### src/rtl/divyasree_thermo_encoder_pipe.sv
// Thermometer-to-binary encoder: capture stage, bubble-corrected priority encode,
// and a power-of-two window averager on the encoded codes.
module divyasree_thermo_encoder_pipe #(
  parameter int N_BITS   = 4,
  parameter int AVG_LOG2 = 0
) (
  input  logic                  clk,
  input  logic                  rst,
  input  logic                  en,
  input  logic [2**N_BITS-2:0]  therm,
  output logic [N_BITS-1:0]     code,
  output logic                  code_valid,
  output logic                  ovr,
  output logic                  bubble_err,
  output logic [N_BITS-1:0]     avg_code,
  output logic                  avg_valid
);

  localparam int M  = 2**N_BITS - 1;
  localparam int AW = N_BITS + AVG_LOG2;
  localparam int CW = (AVG_LOG2 > 0) ? AVG_LOG2 : 1;

  function automatic logic maj3(input logic a, input logic b, input logic c);
    return (a & b) | (a & c) | (b & c);
  endfunction

  logic [M-1:0]      t1_r;
  logic              v1_r;
  logic [M+1:0]      ext_s;
  logic [M-1:0]      corr_s;
  logic [N_BITS-1:0] enc_s;
  logic              seen_s;
  logic              berr_s;
  logic [N_BITS-1:0] code_r;
  logic              code_valid_r;
  logic              ovr_r;
  logic              bubble_err_r;
  logic [AW-1:0]     acc_r;
  logic [AW-1:0]     sum_s;
  logic [CW-1:0]     cnt_r;
  logic              win_last_s;
  logic [N_BITS-1:0] avg_code_r;
  logic              avg_valid_r;

  // Capture stage: sample the comparator bank when en marks it valid.
  always_ff @(posedge clk or posedge rst) begin
    if (rst) begin
      t1_r <= {M{1'b0}};
      v1_r <= 1'b0;
    end else begin
      v1_r <= en;
      if (en) begin
        t1_r <= therm;
      end else begin
        t1_r <= t1_r;
      end
    end
  end

  // Bubble correction (3-input majority, padded 1 below / 0 above) and priority encode.
  always_comb begin
    ext_s  = {1'b0, t1_r, 1'b1};
    corr_s = {M{1'b0}};
    enc_s  = {N_BITS{1'b0}};
    for (int k = 0; k < M; k++) begin
      corr_s[k] = maj3(ext_s[k], ext_s[k+1], ext_s[k+2]);
    end
    for (int k = 0; k < M; k++) begin
      if (corr_s[k]) begin
        enc_s = N_BITS'(k + 1);
      end else begin
        enc_s = enc_s;
      end
    end
  end

  // Raw-sample bubble detect: any zero sitting below a one.
  always_comb begin
    seen_s = 1'b0;
    berr_s = 1'b0;
    for (int k = M - 1; k >= 0; k--) begin
      if (t1_r[k]) begin
        seen_s = 1'b1;
      end else if (seen_s) begin
        berr_s = 1'b1;
      end else begin
        berr_s = berr_s;
      end
    end
  end

  // Encode stage: results update only when a valid sample completes, else hold.
  always_ff @(posedge clk or posedge rst) begin
    if (rst) begin
      code_r       <= {N_BITS{1'b0}};
      code_valid_r <= 1'b0;
      ovr_r        <= 1'b0;
      bubble_err_r <= 1'b0;
    end else begin
      code_valid_r <= v1_r;
      if (v1_r) begin
        code_r       <= enc_s;
        ovr_r        <= (enc_s == {N_BITS{1'b1}});
        bubble_err_r <= berr_s;
      end else begin
        code_r       <= code_r;
        ovr_r        <= ovr_r;
        bubble_err_r <= bubble_err_r;
      end
    end
  end

  assign sum_s      = acc_r + AW'(code_r);
  assign win_last_s = (AVG_LOG2 == 0) || (cnt_r == {CW{1'b1}});

  // Window averager: counts code_valid strobes; the sum never exceeds AW bits.
  always_ff @(posedge clk or posedge rst) begin
    if (rst) begin
      acc_r       <= {AW{1'b0}};
      cnt_r       <= {CW{1'b0}};
      avg_code_r  <= {N_BITS{1'b0}};
      avg_valid_r <= 1'b0;
    end else if (code_valid_r) begin
      if (win_last_s) begin
        avg_code_r  <= sum_s[AVG_LOG2 +: N_BITS];
        avg_valid_r <= 1'b1;
        acc_r       <= {AW{1'b0}};
        cnt_r       <= {CW{1'b0}};
      end else begin
        avg_code_r  <= avg_code_r;
        avg_valid_r <= 1'b0;
        acc_r       <= sum_s;
        cnt_r       <= cnt_r + CW'(1'b1);
      end
    end else begin
      avg_code_r  <= avg_code_r;
      avg_valid_r <= 1'b0;
      acc_r       <= acc_r;
      cnt_r       <= cnt_r;
    end
  end

  assign code       = code_r;
  assign code_valid = code_valid_r;
  assign ovr        = ovr_r;
  assign bubble_err = bubble_err_r;
  assign avg_code   = avg_code_r;
  assign avg_valid  = avg_valid_r;

endmodule

### config.mk
export PLATFORM = sky130hd
export DESIGN_NAME = divyasree_thermo_encoder_pipe
export DESIGN_NICKNAME = d
export VERILOG_FILES = /design/src/rtl/divyasree_thermo_encoder_pipe.sv
export SDC_FILE = /design/constraint.sdc
export NUM_CORES = 1
export LEC_CHECK = 0
export BUFFER_PORTS_ARGS = -buffer_cell sky130_fd_sc_hd__clkbuf_2
export CORE_MARGIN = 4
export CORE_UTILIZATION = 54
export DETAILED_ROUTE_END_ITERATION = 7
export PLACE_DENSITY = 0.84
export SLEW_MARGIN = 20
export SYNTH_ARGS = -nofsm -noshare
export SYNTH_HDL_FRONTEND = slang
export SYNTH_SLANG_ARGS = --single-unit
### constraint.sdc
create_clock -name clk -period 1.7 [get_ports clk]
set_clock_uncertainty 0.05 [all_clocks]
set_input_delay 0.34 -clock clk [delete_from_list [all_inputs] [get_ports clk]]
set_output_delay 0.34 -clock clk [all_outputs]
set_load 0.01 [all_outputs]
==> qor.csv <==
stage,metric,value,unit
run_status,status,"complete, no violations",
die,DIE AREA,3885,um2
logic_synthesis,Mean Syn Cell Area,9.779,um2
sta,"Hold Vio Cnt, Final",0,
global_routing,initial antenna violation count,0,
logic_synthesis,Synth area leaders,"dfrtp_1 44%, mux2_2 11%, o21ai_0 5.0%",
clocking,Clock Pin Slew Worst Setup and Hold Paths,0.15,ns
clocking,Num CTS Buffers,3,
sta,Final min period,1.573,ns
hold_path,Hold Crit Class,primary input to flip-flop,
routing,Routed wire per std cell,15.53,um
clocking,CTS H-tree lvls,1,
layout,final net count,204,
logic_synthesis,Most used DFF post-synth,dfrtp_1,
sta,fmax,635.7,MHz
layout,# diodes,0,
sta,PnR worst setup slack,0.1269,ns
setup_path,Startpoint Class,flip-flop,
clocking,CTS tree,yes,
die,I/O Pins,30,
logic_synthesis,Mapped Area,1594,um2
clocking,clock root cell,clkbuf_4,
die,core box area,2781,um2
logic_synthesis,#FFs+latches synth,28,
logic_synthesis,fraction of registers with async set/reset,100.0,%
setup_path,worst path required time,1.90,ns
layout,share of cells above drive strength 1,32.97,%
sta,Final Max Tran Viols,0,
sta,Rel. slew slack,65.98,%
logic_synthesis,most instantiated library cell after synthesis,dfrtp_1,
global_routing,global-route wire length before repair,5740,um
routing,vias per cell,5.977,
global_routing,Total GRT Usage,18.01,%
sta,TNS Setup,0,ns
setup_path,Critical Path AT,1.77,ns
die,initial core utilization,57.31,%
routing,Post-DRT Antenna Nets,0,
sta,Final Setup Violations,0,
global_routing,vias in the first global route,1236,
logic_synthesis,Syn Inst Count,163,
routing,via count,1291,
clocking,# Post-CTS Setup Buffers,0,
routing,1st-iter DRT viols,77,
logic_synthesis,Post-synth top cells,"28 x dfrtp_1, 16 x mux2_2, 16 x o21ai_0",
logic_synthesis,synth unique cells,42,
logic_synthesis,Post-synth EDFFs,0,
logic_synthesis,Synth top area share,43.96,%
die,Die Width,62.33,um
placed_design,pre-CTS setup slack,0.1413,ns
layout,area delta synth->final,11.70,%
sta,Least-Margin Pin Slew,0.5104,ns
sta,period utilization,92.54,%
die,site row count,19,
placed_design,dpl hpwl,2440,um
routing,Post-Route WL,3355,um
global_routing,largest net degree at the start of global routing,29,
die,Die Y-Extent,62.33,um
placed_design,Buffers on Ports,29,
logic_synthesis,Syn Nets,181,
flow_run,Max-Cap Viols,0,
clocking,Clock Latency Late Sink,0.33,ns
setup_path,Crit. End Element,flip-flop,
sta,RSZ-0062 raised after global routing,no,
power,Leakage Power,0.7561,nW
clocking,CTS max path bufs,2,
placed_design,GPL Wtd Cong,0.8314,
power,PD cells,960.4,nW/um2
logic_synthesis,synth warn,0,
routing,Remaining DRCs,0,
setup_path,Worst Setup Path Type,flip-flop to flip-flop,
power,Peak VDD IR,769.5,uV
logic_synthesis,Synth area leader,dfrtp_1,
setup_path,R2R setup slack,0.13,ns
clocking,Sink Count,28,
global_routing,gr ovfl total,0,
setup_path,crit path max fanout,11,
routing,Initial DRT Pass Iterations,4,
logic_synthesis,sequential share of the synthesized area,43.96,%
-- layout make-up --
type	count	area, um2
fillers	229	1001
clock inverters	1	30.03
inverters	7	26.28
well taps	31	38.79
flip-flops and latches	28	701.9
multi-input cells	111	768.2
clock buffers	3	22.52
repair buffers	35	192.7
-- timing repair --
item	4_1_cts	5_1_grt
hold endpoints to repair	28	0
endpoints found under the setup margin	0	1
hold buffers	1	0
resized for setup	0	1
-- cell usage in the layout, fill, tap and decap left out, drive strengths merged, types with 2 or more instances in the layout --
| cell type | instances |
|---|---|
| a21oi | 8 |
| a31oi | 3 |
| buf | 5 |
| clkbuf | 32 |
| dfrtp | 28 |
| inv | 7 |
| maj3 | 2 |
| mux2 | 16 |
| nand2 | 11 |
| nand2b | 2 |
| nand3 | 3 |
| nor2 | 9 |
| nor2b | 2 |
| nor3 | 4 |
| o211ai | 2 |
| o21a | 5 |
| o21ai | 17 |
| o22a | 3 |
| o22ai | 4 |
| o32ai | 2 |
-- report_power, final --
group	internal, mW	switching (mW)
sequential	0.745	0.124
combinational	0.208	0.189
clock	0.239	0.205
total	1.19	0.518
-- metal layers --
layer / GRT usage (%) / up-vias / share of wire [%]
li1: - / 630 / -
met1: 22.51 / 605 / 42
met2: 30.57 / 50 / 49
met3: 3.243 / 6 / 6.5
met4: 7.162 / 0 / 1.6
met5: 0 / - / 0
-- path summary, 6_finish.rpt --
kind / from / to / cells past startpoint
max in group asynchronous: rst / t1_r[10] / 4
min: therm[4] / t1_r[4] / 3
min reg2reg: avg_code[3] / avg_code[3] / 1
max: t1_r[9] / code[1] / 5
min in group asynchronous: rst / avg_valid / 4
max reg2reg: t1_r[9] / code[1] / 5
-- sequential cells by signal, indices dropped and copies added (netlist names) --
signal,cells
bubble_err,1
avg_valid,1
ovr,1
code,4
avg_code,4
t1_r,15
code_valid,1
v1_r,1
-- through the flow --
stage	power, mW	cell area [um2]	hold WS [ns]	cells	util, %
2_1_floorplan	1.159	1594	0.3214	163	-
3_3_place_gp	1.254	1717	0.3483	211	61.72
3_5_place_dp	1.278	1717	0.3560	211	61.72
4_1_cts	1.720	1779	0.1478	216	63.97
5_1_grt	1.811	1780	0.1451	216	64.01
6_report	1.710	1780	0.1509	216	64.01
-- worst max-delay path, cell delays in order (launching register included) --
cell      delay [ns]
dfrtp_1         0.53
and3b_1         0.24
mux2_2          0.25
nor2_1          0.08
o221ai_1        0.15
o22a_1          0.18
-- cells by family (layout without fill, tap and decap cells) --
group                      count (synthesis)  in the layout  synth area share [%]
and+or+nand+nor                           38             38                 11.62
adders and majority gates                  2              2                 1.334
DFF                                       28             28                 43.96
buffers and inverters                     24             46                 7.849
muxes                                     17             17                 11.93
AOI/OAI and AO/OA                         52             52                 22.21
xor gates and xnor gates                   2              2                 1.099
(Power assumes the default switching activity.)
